[src/rtl/sci_pkg.sv]
// Shared SCI initiator definitions: FSM state codes, WNR encoding and frame length.
package sci_pkg;

   typedef logic [2:0] sci_state_t;

   localparam sci_state_t ST_IDLE      = 3'd0;
   localparam sci_state_t ST_SEND      = 3'd1;
   localparam sci_state_t ST_WAIT_ACK  = 3'd2;
   localparam sci_state_t ST_READ_DATA = 3'd3;
   localparam sci_state_t ST_DONE      = 3'd4;

   localparam logic WNR_WRITE = 1'b1;
   localparam logic WNR_READ  = 1'b0;

   function automatic int frame_len(input logic wnr, input int addr_w, input int data_w);
      if (wnr == WNR_WRITE) begin
         return 1 + addr_w + data_w;
      end else begin
         return 1 + addr_w;
      end
   endfunction

endpackage

[src/rtl/sci_if.sv]
// Host request/response handshake plus the SCI serial lines of one initiator.
interface sci_if #(
   parameter int NUM_PERIPHERALS = 9,
   parameter int ADDR_WIDTH      = 4,
   parameter int DATA_WIDTH      = 8
);
   localparam int PW = (NUM_PERIPHERALS > 1) ? $clog2(NUM_PERIPHERALS) : 1;

   logic                       REQ_VALID;
   logic                       REQ_READY;
   logic                       REQ_WNR;
   logic [PW-1:0]              REQ_PERIPH;
   logic [ADDR_WIDTH-1:0]      REQ_ADDR;
   logic [DATA_WIDTH-1:0]      REQ_WDATA;
   logic                       RSP_VALID;
   logic [DATA_WIDTH-1:0]      RSP_RDATA;
   logic                       RSP_ERROR;
   logic [NUM_PERIPHERALS-1:0] SCI_CSN;
   logic                       SCI_REQ;
   logic                       SCI_RESP;
   logic                       SCI_ACK;

   modport master (
      input  REQ_VALID, REQ_WNR, REQ_PERIPH, REQ_ADDR, REQ_WDATA, SCI_RESP, SCI_ACK,
      output REQ_READY, RSP_VALID, RSP_RDATA, RSP_ERROR, SCI_CSN, SCI_REQ
   );

   modport slave (
      output REQ_VALID, REQ_WNR, REQ_PERIPH, REQ_ADDR, REQ_WDATA, SCI_RESP, SCI_ACK,
      input  REQ_READY, RSP_VALID, RSP_RDATA, RSP_ERROR, SCI_CSN, SCI_REQ
   );
endinterface

[src/rtl/sci_shifter.sv]
// MSB-first shift register with a saturating shift counter; parallel load, serial in at the LSB.
module sci_shifter #(
   parameter int WIDTH = 8
) (
   input  logic                           CLK,
   input  logic                           RST,
   input  logic                           load,
   input  logic [WIDTH-1:0]               load_data,
   input  logic                           shift,
   input  logic                           ser_in,
   output logic [WIDTH-1:0]               par_out,
   output logic [$clog2(WIDTH+1)-1:0]     cnt
);
   localparam int CW = $clog2(WIDTH+1);

   logic [WIDTH-1:0] data_q, data_d;
   logic [CW-1:0]    cnt_q, cnt_d;

   // Load has priority over shift; the counter restarts on every load.
   always_comb begin
      data_d = data_q;
      cnt_d  = cnt_q;
      if (load) begin
         data_d = load_data;
         cnt_d  = {CW{1'b0}};
      end else if (shift) begin
         data_d = {data_q[WIDTH-2:0], ser_in};
         cnt_d  = (cnt_q == CW'(WIDTH)) ? cnt_q : cnt_q + CW'(1);
      end else begin
         data_d = data_q;
         cnt_d  = cnt_q;
      end
   end

   // State registers.
   always_ff @(posedge CLK or posedge RST) begin
      if (RST) begin
         data_q <= {WIDTH{1'b0}};
         cnt_q  <= {CW{1'b0}};
      end else begin
         data_q <= data_d;
         cnt_q  <= cnt_d;
      end
   end

   assign par_out = data_q;
   assign cnt     = cnt_q;
endmodule

[src/rtl/sci_initiator.sv]
// SCI bus master: serialises one host read/write to a selected neuron and returns one response.
module sci_initiator
   import sci_pkg::*;
#(
   parameter int NUM_PERIPHERALS = 9,
   parameter int ADDR_WIDTH      = 4,
   parameter int DATA_WIDTH      = 8,
   parameter int TIMEOUT_CYCLES  = 64
) (
   input logic   CLK,
   input logic   RST,
   sci_if.master bus
);
   localparam int TXW = 1 + ADDR_WIDTH + DATA_WIDTH;
   localparam int TXC = $clog2(TXW + 1);
   localparam int RXC = $clog2(DATA_WIDTH + 1);
   localparam int TCW = $clog2(TIMEOUT_CYCLES + 1);
   localparam logic [TCW-1:0]             TMO_MAX  = TCW'(TIMEOUT_CYCLES);
   localparam logic [NUM_PERIPHERALS-1:0] CSN_IDLE = {NUM_PERIPHERALS{1'b1}};
   localparam logic [NUM_PERIPHERALS-1:0] CSN_ONE  = NUM_PERIPHERALS'(1'b1);

   sci_state_t                 state_q, state_d;
   logic                       wnr_q, wnr_d;
   logic                       bad_q, bad_d;
   logic [TCW-1:0]             tmo_q, tmo_d, tmo_inc_s;
   logic [NUM_PERIPHERALS-1:0] csn_q, csn_d;
   logic                       sci_req_q, sci_req_d;
   logic                       rsp_valid_q, rsp_valid_d;
   logic                       rsp_error_q, rsp_error_d;
   logic [DATA_WIDTH-1:0]      rsp_rdata_q, rsp_rdata_d;

   logic                  ready_s, accept_s, req_bad_s, tx_last_s, done_s, done_err_s;
   logic                  tx_load_s, tx_shift_s, rx_load_s, rx_shift_s;
   logic [TXW-1:0]        tx_frame_s, tx_par_s;
   logic [TXC-1:0]        tx_cnt_s;
   logic [DATA_WIDTH-1:0] rx_par_s;
   logic [RXC-1:0]        rx_cnt_s;
   logic                  unused_s;

   assign ready_s    = (state_q == ST_IDLE) && !RST;
   assign accept_s   = bus.REQ_VALID && ready_s;
   assign req_bad_s  = int'(bus.REQ_PERIPH) >= NUM_PERIPHERALS;
   assign tx_frame_s = {bus.REQ_WNR, bus.REQ_ADDR,
                        (bus.REQ_WNR == WNR_WRITE) ? bus.REQ_WDATA : {DATA_WIDTH{1'b0}}};
   assign tx_last_s  = (tx_cnt_s == TXC'(frame_len(wnr_q, ADDR_WIDTH, DATA_WIDTH) - 1));
   // Frame MSB is driven straight from the request; the shifter supplies the bit after it.
   assign unused_s   = ^{tx_par_s[TXW-1], tx_par_s[TXW-3:0], rx_par_s[DATA_WIDTH-1]};

   sci_shifter #(.WIDTH(TXW)) u_tx (
      .CLK(CLK), .RST(RST), .load(tx_load_s), .load_data(tx_frame_s),
      .shift(tx_shift_s), .ser_in(1'b0), .par_out(tx_par_s), .cnt(tx_cnt_s)
   );

   sci_shifter #(.WIDTH(DATA_WIDTH)) u_rx (
      .CLK(CLK), .RST(RST), .load(rx_load_s), .load_data({DATA_WIDTH{1'b0}}),
      .shift(rx_shift_s), .ser_in(bus.SCI_RESP), .par_out(rx_par_s), .cnt(rx_cnt_s)
   );

   // Next-state, chip-select, serial-out and response decode.
   always_comb begin
      state_d     = state_q;
      wnr_d       = wnr_q;
      bad_d       = bad_q;
      csn_d       = csn_q;
      sci_req_d   = 1'b0;
      tmo_d       = {TCW{1'b0}};
      tmo_inc_s   = (tmo_q == TMO_MAX) ? tmo_q : tmo_q + TCW'(1);
      rsp_valid_d = 1'b0;
      rsp_error_d = 1'b0;
      rsp_rdata_d = {DATA_WIDTH{1'b0}};
      tx_load_s   = 1'b0;
      tx_shift_s  = 1'b0;
      rx_load_s   = 1'b0;
      rx_shift_s  = 1'b0;
      done_s      = 1'b0;
      done_err_s  = 1'b0;
      case (state_q)
         ST_IDLE: begin
            if (accept_s) begin
               wnr_d     = bus.REQ_WNR;
               bad_d     = req_bad_s;
               tx_load_s = 1'b1;
               rx_load_s = 1'b1;
               state_d   = ST_SEND;
               if (req_bad_s) begin
                  csn_d = CSN_IDLE;
               end else begin
                  csn_d     = ~(CSN_ONE << bus.REQ_PERIPH);
                  sci_req_d = bus.REQ_WNR;
               end
            end else begin
               state_d = ST_IDLE;
            end
         end
         ST_SEND: begin
            if (bad_q) begin
               done_s     = 1'b1;
               done_err_s = 1'b1;
            end else if (tx_last_s) begin
               state_d = ST_WAIT_ACK;
            end else begin
               tx_shift_s = 1'b1;
               sci_req_d  = tx_par_s[TXW-2];
            end
         end
         ST_WAIT_ACK: begin
            if (bus.SCI_ACK) begin
               if (wnr_q == WNR_WRITE) begin
                  done_s = 1'b1;
               end else begin
                  rx_shift_s = 1'b1;
                  state_d    = ST_READ_DATA;
               end
            end else if (tmo_inc_s == TMO_MAX) begin
               done_s     = 1'b1;
               done_err_s = 1'b1;
            end else begin
               tmo_d = tmo_inc_s;
            end
         end
         ST_READ_DATA: begin
            // Every remaining data bit must arrive with ACK; a gap breaks the burst.
            if (bus.SCI_ACK) begin
               rx_shift_s = 1'b1;
               if (rx_cnt_s == RXC'(DATA_WIDTH - 1)) begin
                  done_s      = 1'b1;
                  rsp_rdata_d = {rx_par_s[DATA_WIDTH-2:0], bus.SCI_RESP};
               end else begin
                  state_d = ST_READ_DATA;
               end
            end else begin
               done_s     = 1'b1;
               done_err_s = 1'b1;
            end
         end
         ST_DONE: begin
            state_d = ST_IDLE;
            csn_d   = CSN_IDLE;
         end
         default: begin
            state_d = ST_IDLE;
            csn_d   = CSN_IDLE;
         end
      endcase
      if (done_s) begin
         state_d     = ST_DONE;
         csn_d       = CSN_IDLE;
         rsp_valid_d = 1'b1;
         rsp_error_d = done_err_s;
      end else begin
         rsp_valid_d = 1'b0;
      end
   end

   // State and output registers; reset abandons any frame in flight.
   always_ff @(posedge CLK or posedge RST) begin
      if (RST) begin
         state_q     <= ST_IDLE;
         wnr_q       <= 1'b0;
         bad_q       <= 1'b0;
         tmo_q       <= {TCW{1'b0}};
         csn_q       <= CSN_IDLE;
         sci_req_q   <= 1'b0;
         rsp_valid_q <= 1'b0;
         rsp_error_q <= 1'b0;
         rsp_rdata_q <= {DATA_WIDTH{1'b0}};
      end else begin
         state_q     <= state_d;
         wnr_q       <= wnr_d;
         bad_q       <= bad_d;
         tmo_q       <= tmo_d;
         csn_q       <= csn_d;
         sci_req_q   <= sci_req_d;
         rsp_valid_q <= rsp_valid_d;
         rsp_error_q <= rsp_error_d;
         rsp_rdata_q <= rsp_rdata_d;
      end
   end

   assign bus.REQ_READY = ready_s;
   assign bus.RSP_VALID = rsp_valid_q;
   assign bus.RSP_ERROR = rsp_error_q;
   assign bus.RSP_RDATA = rsp_rdata_q;
   assign bus.SCI_CSN   = csn_q;
   assign bus.SCI_REQ   = sci_req_q;
endmodule

[src/flat_wrapper.sv]
// flat-port wrapper written by rule: the top's interface ports become plain ports
module sci_initiator_flat import sci_pkg::*;
#(
   parameter int NUM_PERIPHERALS = 9,
   parameter int ADDR_WIDTH      = 4,
   parameter int DATA_WIDTH      = 8,
   parameter int TIMEOUT_CYCLES  = 64
)
  (CLK, RST, bus_REQ_VALID, bus_REQ_WNR, bus_REQ_PERIPH, bus_REQ_ADDR, bus_REQ_WDATA, bus_SCI_RESP, bus_SCI_ACK, bus_REQ_READY, bus_RSP_VALID, bus_RSP_RDATA, bus_RSP_ERROR, bus_SCI_CSN, bus_SCI_REQ);
  sci_if #(.NUM_PERIPHERALS(NUM_PERIPHERALS), .ADDR_WIDTH(ADDR_WIDTH), .DATA_WIDTH(DATA_WIDTH)) bus_i ();
  input logic CLK;
  input logic RST;
  input wire logic [$bits(bus_i.REQ_VALID)-1:0] bus_REQ_VALID;
  input wire logic [$bits(bus_i.REQ_WNR)-1:0] bus_REQ_WNR;
  input wire logic [$bits(bus_i.REQ_PERIPH)-1:0] bus_REQ_PERIPH;
  input wire logic [$bits(bus_i.REQ_ADDR)-1:0] bus_REQ_ADDR;
  input wire logic [$bits(bus_i.REQ_WDATA)-1:0] bus_REQ_WDATA;
  input wire logic [$bits(bus_i.SCI_RESP)-1:0] bus_SCI_RESP;
  input wire logic [$bits(bus_i.SCI_ACK)-1:0] bus_SCI_ACK;
  output wire logic [$bits(bus_i.REQ_READY)-1:0] bus_REQ_READY;
  output wire logic [$bits(bus_i.RSP_VALID)-1:0] bus_RSP_VALID;
  output wire logic [$bits(bus_i.RSP_RDATA)-1:0] bus_RSP_RDATA;
  output wire logic [$bits(bus_i.RSP_ERROR)-1:0] bus_RSP_ERROR;
  output wire logic [$bits(bus_i.SCI_CSN)-1:0] bus_SCI_CSN;
  output wire logic [$bits(bus_i.SCI_REQ)-1:0] bus_SCI_REQ;
  assign bus_i.REQ_VALID = bus_REQ_VALID;
  assign bus_i.REQ_WNR = bus_REQ_WNR;
  assign bus_i.REQ_PERIPH = bus_REQ_PERIPH;
  assign bus_i.REQ_ADDR = bus_REQ_ADDR;
  assign bus_i.REQ_WDATA = bus_REQ_WDATA;
  assign bus_i.SCI_RESP = bus_SCI_RESP;
  assign bus_i.SCI_ACK = bus_SCI_ACK;
  assign bus_REQ_READY = bus_i.REQ_READY;
  assign bus_RSP_VALID = bus_i.RSP_VALID;
  assign bus_RSP_RDATA = bus_i.RSP_RDATA;
  assign bus_RSP_ERROR = bus_i.RSP_ERROR;
  assign bus_SCI_CSN = bus_i.SCI_CSN;
  assign bus_SCI_REQ = bus_i.SCI_REQ;
  sci_initiator #(.NUM_PERIPHERALS(NUM_PERIPHERALS), .ADDR_WIDTH(ADDR_WIDTH), .DATA_WIDTH(DATA_WIDTH), .TIMEOUT_CYCLES(TIMEOUT_CYCLES)) u_core (.CLK(CLK), .RST(RST), .bus(bus_i));
endmodule
[config.mk]
export PLATFORM = sky130hd
export DESIGN_NAME = sci_initiator_flat
export DESIGN_NICKNAME = d
export VERILOG_FILES = /design/src/rtl/sci_pkg.sv /design/src/rtl/sci_if.sv /design/src/rtl/sci_shifter.sv /design/src/rtl/sci_initiator.sv /design/src/flat_wrapper.sv
export SDC_FILE = /design/constraint.sdc
export NUM_CORES = 1
export LEC_CHECK = 0
export ABC_AREA = 1
export CAP_MARGIN = 40
export CORE_UTILIZATION = 54
export DETAILED_ROUTE_END_ITERATION = 12
export PLACE_DENSITY = 0.8
export REMOVE_ABC_BUFFERS = 1
export SKIP_LAST_GASP = 1
export SLEW_MARGIN = 25
export SYNTH_ARGS = -nofsm -noshare
export SYNTH_HDL_FRONTEND = slang
export SYNTH_SLANG_ARGS = --single-unit
export TNS_END_PERCENT = 20
[constraint.sdc]
create_clock -name CLK -period 2 [get_ports CLK]
set_input_delay 0.3 -clock CLK [delete_from_list [all_inputs] [get_ports CLK]]
set_output_delay 0.3 -clock CLK [all_outputs]
set_load 0.02 [all_outputs]
==> results_dict.tcl <==
set metrics [dict create \
    powerDensity_nw_per_um2 1500 \
    numPortBuffers 42 \
    synth.yosys.seq_area_share_pct 52.2 \
    syn_area_per_cell_um2 8.61 \
    core_area_um2 5110 \
    power_leakage_nw 1.75 \
    cp.arrival_ps 1550 \
    dp_hpwl_mm 3.90 \
    drive_gt1_share_pct 13.3 \
    via_per_inst 5.21 \
    grt-ovfl-total 0 \
    grt_antenna_before_repair 0 \
    final_max_slew_viol_count 0 \
    start_util_pct 55.8 \
    finalWorstSetupSlack_ps 146 \
    cts_tree "yes" \
    row_count 26 \
    grt_pass1_wl_mm 9.52 \
    ys_ff_latch 59 \
    seq_power_share_pct 35.6 \
    h-tree-depth 3 \
    dr.pass1.iters 4 \
    clkLatencyLatePin_ps 340 \
    antenna_cells 0 \
    worst-path-max-fanout 4 \
    post-route-min-period_ps 1850 \
    grt_use_total_pct 22.7 \
    io_pins 43 \
    finClkSkew_ps 6.50 \
    nets 414 \
    yosysUniqueCellTypes 35 \
    wl_per_cell_um 12.7 \
    max-cap-violations 0 \
    end_kind "output pin" \
    ant_nets 0 \
    dp_cells 442 \
    switching_share_pct 37.9 \
    worst_pin_slew_ps 488 \
    hold_violations 0 \
    yosys_warnings 0 \
    cts_buffer_depth 2 \
    p_comb_share_pct 40.4 \
    path_clk_slew_ps 60 \
    clockPowerShare_pct 24.1 \
    fin_crit_sh_pct 92.7 \
    place_ws_ps -3.21 \
    dieHeight_um 74.7 \
    die_w_um 74.7 \
    synth_area_um2 2850 \
    critPathKind "reg -> out" \
    clock-sinks 59 \
    die-area_um2 5570 \
    p_int_mw 3.41 \
    cp-start-kind "register" \
    peakVddDrop_uv 767 \
    fmax_mhz 539 \
    numCtsBuffers 9 \
    rsz0062_at_grt "false" \
    outcome "complete, no violations" \
    cts_setup_buffers 0 \
    cts_root_buffer "clkbuf_8" \
    p_switching_mw 2.08 \
    min_path_type "in -> async" \
    worstPathRequired_ps 1700 \
    drc 0 \
    drt_wl_total_mm 5.85 \
    grt_pass1_vias 2210 \
    num_vias 2398 \
    fin_cells 460 \
    grt_max_degree 47 \
    setup_viol 0 \
    syn_inst 331 \
    syn2layout_area_growth_pct 28.1 \
    cts_hold_buf 0 \
    fin_util_pct 71.5 \
    maxSlewHeadroom_pct 67.4 \
    gp_congestion 0.807 \
    drt-initial-drc-count 113 \
]
-- metrics by stage --
stage | total power, mW | TNS (ps) | hold WS, ps | instance area [um^2]
6_report | 5.49 | 0 | 347 | 3650
5_1_grt | 5.88 | 0 | 341 | 3650
4_1_cts | 5.37 | 0 | 337 | 3620
3_5_place_dp | 4.03 | -3.21 | 454 | 3380
3_3_place_gp | 3.95 | -23.8 | 451 | 3380
2_1_floorplan | 3.32 | 0 | 429 | 2790
-- final cells by class --
type	instances	area, um^2
clock buffers	11	141
clock inverters	5	100
fillers	406	1460
inverters	48	180
multi-input cells	218	1160
flip-flops and latches	59	1490
well taps	70	87.6
repair buffers	49	497
-- timing repair --
action,in CTS,in global routing
resized for setup,1,3
endpoints found under the setup margin,1,9
pin swaps,0,1
cloned,0,2
-- layer usage --
metal / GRT usage [%] / wire length [um] / vias up
met1: 28.9 / 2690 / 1146
met4: 9.64 / 80 / 0
met2: 36.8 / 2890 / 46
li1: - / - / 1196
met3: 6.16 / 187 / 10
met5: 0 / 0 / -
-- worst paths after layout --
check | cells past startpoint | slack [ps] | start | to
worst max-delay path | 2 | 150 | u_core.state_q[0]$_DFFE_PP0P_ | bus_REQ_READY
worst min-delay path | 2 | 350 | RST | u_core.tmo_q[4]$_DFF_PP0_
worst max register to register | 14 | 210 | u_core.tmo_q[0]$_DFF_PP0_ | u_core.bus.SCI_CSN[7]$_DFFE_PP1P_
worst min register to register | 2 | 460 | u_core.bus.SCI_CSN[0]$_DFFE_PP1P_ | u_core.bus.SCI_CSN[0]$_DFFE_PP1P_
max in group asynchronous | 3 | 1060 | RST | u_core.bus.SCI_CSN[4]$_DFFE_PP1P_
min in group CLK | 2 | 460 | u_core.bus.SCI_CSN[0]$_DFFE_PP1P_ | u_core.bus.SCI_CSN[0]$_DFFE_PP1P_
-- flip-flops by register name, summed over array words and instances (netlist names) --
register and flops:
u_core.bus.SCI_CSN 9, u_core.bus.RSP_VALID 1, u_core.bus.RSP_RDATA 8, u_core.u_rx.par_out 7, u_core.tmo_q 7, u_core.bad_q 1
u_core.bus.RSP_ERROR 1, u_core.u_tx.cnt 4, u_core.u_tx.par_out 12, u_core.state_q 3, u_core.u_rx.cnt 4, u_core.bus.SCI_REQ 1
u_core.wnr_q 1
-- layout by cell type, fill, tap and decap left out --
master / Yosys / routed
nand2_1: 65 / 65
dfrtp_1: 50 / 50
inv_1: 45 / 44
clkdlybuf4s50_1: 0 / 41
nand3_1: 36 / 36
nor2_1: 31 / 31
o21ai_0: 20 / 20
clkbuf_8: 0 / 10
o22ai_1: 9 / 9
dfstp_2: 9 / 9
nand4_1: 7 / 7
ha_1: 7 / 7
a21oi_1: 6 / 6
nor3_1: 6 / 6
nand2_2: 6 / 5
a31oi_1: 5 / 5
buf_4: 3 / 5
inv_2: 3 / 4
nand2_4: 1 / 3
bufinv_16: 0 / 3
nor3_2: 2 / 2
o21ai_1: 2 / 2
clkinv_2: 0 / 2
buf_12: 0 / 2
nor4_4: 1 / 1
nand3b_1: 1 / 1
nor4_1: 1 / 1
a211oi_2: 1 / 1
o21a_1: 1 / 1
o21bai_1: 1 / 1
xor2_1: 1 / 1
nor2_2: 1 / 1
o21ai_2: 1 / 1
nand3_4: 0 / 1
nor3b_2: 1 / 1
xnor2_1: 1 / 1
o31ai_1: 1 / 1
clkbuf_1: 1 / 1
nand3_2: 1 / 1
dlygate4sd2_1: 0 / 1
-- worst max-delay path: stages, from the launching register on --
cell and delay (ps):
dfrtp_1 460, nor4_4 380, dlygate4sd2_1 390
-- power groups by stage --
stage               clock [mW]  sequential (mW)  combinational (mW)
finish                    1.32             1.95                2.22
global route              1.39             2.00                2.49
CTS                       1.35             1.95                2.08
detailed placement           0             1.97                2.07
global placement             0             1.95                2.00
floorplan                    0             2.06                1.25
-- cell usage after synthesis --
library cell	n	area share, %
xnor2_1	1	0.31
o21ai_1	2	0.35
nand2_4	1	0.40
o21ai_2	1	0.31
nand2_1	65	8.6
dfrtp_1	50	44
inv_2	3	0.40
dfstp_2	9	8.3
a21oi_1	6	1.1
nor3_1	6	1.1
nand2_2	6	1.3
nand3_1	36	6.3
nor3_2	2	0.70
buf_6	2	0.79
ha_1	7	3.1
o22ai_1	9	2.0
nor2_1	31	4.1
buf_4	3	0.79
inv_1	45	5.9
o21ai_0	20	3.5
o21a_1	1	0.26
nand4_1	7	1.5
clkbuf_1	1	0.13
nor3b_2	1	0.44
a211oi_2	1	0.44
buf_2	2	0.35
o21bai_1	1	0.26
a31oi_1	5	1.1
nand3b_1	1	0.26
o31ai_1	1	0.26
nor4_4	1	0.75
nor4_1	1	0.22
nand3_2	1	0.35
xor2_1	1	0.31
nor2_2	1	0.22
-- cells by family after synthesis --
| group | synth area share (%) |
|---|---|
| buf+inv | 8.38 |
| xor+xnor | 0.615 |
| fa+ha+maj | 3.07 |
| compound gates | 9.53 |
| flops | 52.2 |
| simple gates | 26.2 |
(Power assumes the default switching activity.)
==> RTL edit 1: new RTL, same settings <==
Make the reset (`RST`) synchronous in 2 clocked blocks.
--- a/src/rtl/sci_shifter.sv
+++ b/src/rtl/sci_shifter.sv
@@ -33,7 +33,7 @@
    end
 
    // State registers.
-   always_ff @(posedge CLK or posedge RST) begin
+   always_ff @(posedge CLK) begin
       if (RST) begin
          data_q <= {WIDTH{1'b0}};
          cnt_q  <= {CW{1'b0}};
--- a/src/rtl/sci_initiator.sv
+++ b/src/rtl/sci_initiator.sv
@@ -153,7 +153,7 @@
    end
 
    // State and output registers; reset abandons any frame in flight.
-   always_ff @(posedge CLK or posedge RST) begin
+   always_ff @(posedge CLK) begin
       if (RST) begin
          state_q     <= ST_IDLE;
          wnr_q       <= 1'b0;
Behaviour: differs if RST is asserted again (counterexample within 4 cycles, from zero or initial values and one cycle with RST high); with RST held inactive, the same outputs for 10 cycles.
==> RTL edit 1 against the original RTL <==
Via count is 2.5% lower; routed wire length is 5.5% lower; sequential cell count stayed put; power is 21% lower; setup slack worse by 12 ps; utilization is 3.4 points higher; design area is 7.6% lower; combinational power is 37% lower; synthesized area is 8.4% lower; critical endpoint unchanged.
==> RTL edit 1: results (changes against the original RTL) <==
* Count of unique library cells instantiated by Yosys: 34 (was 35)
* Final weighted congestion in routability-driven placement: 0.814 (was 0.807)
* Clock Power Share: 33.4% (was 24.1%)
* First DRT Iteration DRCs: 125 (was 113)
- Worst VDD drop: 0.000728 V (was 0.000767 V)
- Part of the cycle the worst path needs: 93.3% (was 92.7%)
* Hold/Removal Path Class: flop to flop (was input pin to asynchronous set/reset pin)
- The slack of the worst reg-to-reg path came to 230 ps (was 210 ps).
- The average wire per standard cell came to 12.1 µm (was 12.7 µm).
- Synth cell count leaders: 62 x nand2_1, 59 x dfxtp_1, 52 x inv_1 (was 65 x nand2_1, 50 x dfrtp_1, 45 x inv_1).
- Leakage power of the design: 1.41 nW (was 1.75 nW)
* Post-Syn Instances: 347 (was 331)
- The cell area after placement is 3100 µm² (was 3380 µm²).
- Number of placed instances, taps included: 441 (was 442)
* Routed vias/inst: 5.12 (was 5.21)
* Run status: complete, no violations (unchanged)
- Post-layout power: 4.32 mW (was 5.49 mW)
- The setup slack at placement was 74.6 ps (was -3.21 ps).
* Post-detailed-placement half-perimeter wirelength: 3900 µm (about the same)
* Data arrival at the endpoint of the critical path: 1570 ps (was 1550 ps)
* Critical Path Fanout Max: 9 (was 4)
- The number of global-route vias before repair was 2,205 (was 2,210).
- The detailed-route via count was 2,338 (was 2,398).
* Proportion of register bits with asynchronous set or reset after synthesis: 0% (was 100%)
- The worst flop-to-flop path endpoint is u_core.bus.SCI_CSN[3] (was u_core.bus.SCI_CSN[7]).
- The launch instance of the worst register-to-register path was u_core.state_q[0] (was u_core.tmo_q[0]).
* Cell types with the largest area share after synthesis: dfxtp_1 45%, nand2_1 8.9%, inv_1 7.5%, a21oi_1 6.3%, nor2_1 5.8% (was dfrtp_1 44%, nand2_1 8.6%, dfstp_2 8.3%, nand3_1 6.3%, inv_1 5.9%)
- The tightest slew margin relative to the limit was 73.2% (was 67.4%).
## RTL edit 1: layout make-up
class / count / area [µm²] / share of cell area, %
multi-input combinational: 227 / 1190 / 35.3
clock inverter: 6 / 138 / 4.08
clock buffer: 10 / 128 / 3.78
timing repair buffer: 48 / 464 / 13.8
tap: 52 / 65.1 / 1.93
sequential: 59 / 1180 / 35.0
inverter: 55 / 206 / 6.12
## RTL edit 1: logic make-up (layout without fill, tap and decap cells)
kind of cell,after synthesis,in the layout,synth area share [%]
simple gates,138,138,23.4
fa+ha+maj,7,7,3.36
xor+xnor,1,1,0.336
flops,59,59,45.3
buf+inv,61,119,9.44
compound gates,81,81,18.2
## RTL edit 1: routing by layer
metal	global-route usage [%]	share of wire, %	routed length, µm
met1	29.8	44	2440
met2	42.8	49	2730
met3	8.02	5.3	293
met4	6.54	1.1	59
met5	0	0	0
==> RTL edit 2: new RTL, same settings <==
Without the edit above. `TIMEOUT_CYCLES` is set to 64 in 2 places; all go to 32.
--- a/src/rtl/sci_initiator.sv
+++ b/src/rtl/sci_initiator.sv
@@ -5,7 +5,7 @@
    parameter int NUM_PERIPHERALS = 9,
    parameter int ADDR_WIDTH      = 4,
    parameter int DATA_WIDTH      = 8,
-   parameter int TIMEOUT_CYCLES  = 64
+   parameter int TIMEOUT_CYCLES  = 32
 ) (
    input logic   CLK,
    input logic   RST,
--- a/src/flat_wrapper.sv
+++ b/src/flat_wrapper.sv
@@ -4,7 +4,7 @@
    parameter int NUM_PERIPHERALS = 9,
    parameter int ADDR_WIDTH      = 4,
    parameter int DATA_WIDTH      = 8,
-   parameter int TIMEOUT_CYCLES  = 64
+   parameter int TIMEOUT_CYCLES  = 32
 )
   (CLK, RST, bus_REQ_VALID, bus_REQ_WNR, bus_REQ_PERIPH, bus_REQ_ADDR, bus_REQ_WDATA, bus_SCI_RESP, bus_SCI_ACK, bus_REQ_READY, bus_RSP_VALID, bus_RSP_RDATA, bus_RSP_ERROR, bus_SCI_CSN, bus_SCI_REQ);
   sci_if #(.NUM_PERIPHERALS(NUM_PERIPHERALS), .ADDR_WIDTH(ADDR_WIDTH), .DATA_WIDTH(DATA_WIDTH)) bus_i ();
Formal check against the unedited RTL: no difference found for any inputs over 10 cycles, from zero or initial values and one cycle with RST high; that may be too few to reach the edited logic, so the function may still have changed.
==> RTL edit 2 against the original RTL <==
Power down 14%; global-route usage down 0.81 points; clock power down 31%; setup slack better by 50 ps; synthesized area up 0.97%; design area down 2.4%; sequential cell count down 1; die area up 0.94%; via count down 1.2%; cell count down 0.43%; routed wire length down 4.6%.
==> RTL edit 2: results (changes against the original RTL) <==
* Run status: complete, no violations (unchanged)
- Post-detailed-placement half-perimeter wirelength: 3970 µm (was 3900 µm)
- Area share of fa/ha/maj cells after synthesis: 3.04% (was 3.07%)
- The detailed-route via count was 2,369 (was 2,398).
- Synth cell count leaders: 63 x nand2_1, 49 x dfrtp_1, 47 x inv_1 (was 65 x nand2_1, 50 x dfrtp_1, 45 x inv_1)
- The leakage power summed over all cells came to 1.68 nW (was 1.75 nW).
- Wire length of the first global-routing pass: 9000 µm (was 9520 µm)
- Fin Clk Skew: 10.7 ps (was 6.50 ps)
- The post-synthesis cell type count came to 33 (was 35).
- First DRT Iteration DRCs: 166 (was 113)
* Portion of netlist area occupied by mux cells: 0% (unchanged)
- Sequential area share after synthesis: 50.8% (was 52.2%)
- Post-synthesis compound-gate area fraction: 9.35% (was 9.53%)
- The worst IR drop on VDD is 0.000607 V (was 0.000767 V).
- Highest cell delay on the worst timing path: 430 ps (was 460 ps)
* Reg2Reg Setup Slack: just under 200 ps
- Share of cells above drive strength 1: 13.9% (was 13.3%)
- Per-cell routed wire length: 12.2 µm (was 12.7 µm)
- The area share of xor/xnor cells in the synthesized design was 0.304% (was 0.615%).
* Total GRT Usage: 21.9% (was 22.7%)
- Final weighted congestion in routability-driven placement: 0.812 (was 0.807)
- The share of async-settable or async-resettable flops after synthesis was 100% (unchanged).
- The worst-case reg-to-reg path depth is 13 (was 14).
- The number of global-route vias before repair is 2,143 (was 2,210).
- The pin count of the biggest net entering global routing is 27 (was 47).
- Final nets: 412 (was 414)
- The largest delay contributor family on the critical path is buffers and inverters (was flip-flops).
* Hold/Removal Path Class: input pin to asynchronous set/reset pin (unchanged)
* Total number of yosys warnings: 0 (unchanged)
- The tightest slew margin relative to the limit was 71.4% (was 67.4%).
- Endpoint of the lowest-slack register-to-register path: u_core.bus.SCI_CSN[6] (was u_core.bus.SCI_CSN[7])
- Cell types with the largest area share after synthesis: dfrtp_1 43%, dfstp_2 8.2%, nand2_1 8.2%, nand3_1 6.3%, inv_1 6.1% (was dfrtp_1 44%, nand2_1 8.6%, dfstp_2 8.3%, nand3_1 6.3%, inv_1 5.9%).
* Data arrival at the endpoint of the critical path: 1500 ps (was 1550 ps)
RTL edit 2: power by group:
group	switching, mW	internal, mW
combinational	1.19	0.774
clock	0.436	0.478
sequential	0.222	1.63
RTL edit 2: layout make-up:
| type | instances | area [µm²] |
|---|---|---|
| clock buffers | 13 | 149 |
| clock inverters | 3 | 15.0 |
| fillers | 420 | 1550 |
| inverters | 51 | 191 |
| multi-input cells | 214 | 1160 |
| flip-flops and latches | 58 | 1460 |
| well taps | 70 | 87.6 |
| repair buffers | 49 | 497 |
RTL edit 2: per-layer routing:
layer  global-route usage, %  wire length [µm]
met5                       0                 0
met4                    11.3               123
met3                    6.02               191
met2                    35.6              2750
met1                    26.9              2520
RTL edit 2: metrics by stage:
step	setup slack [ps]	hold slack (ps)	util [%]	instances	instance area, µm²
2_1_floorplan	207	421	-	323	2800
3_3_place_gp	188	453	66.3	442	3390
3_5_place_dp	170	453	66.3	442	3390
4_1_cts	185	382	69.5	458	3550
5_1_grt	30.6	426	69.7	458	3560
6_report	196	374	69.7	458	3560
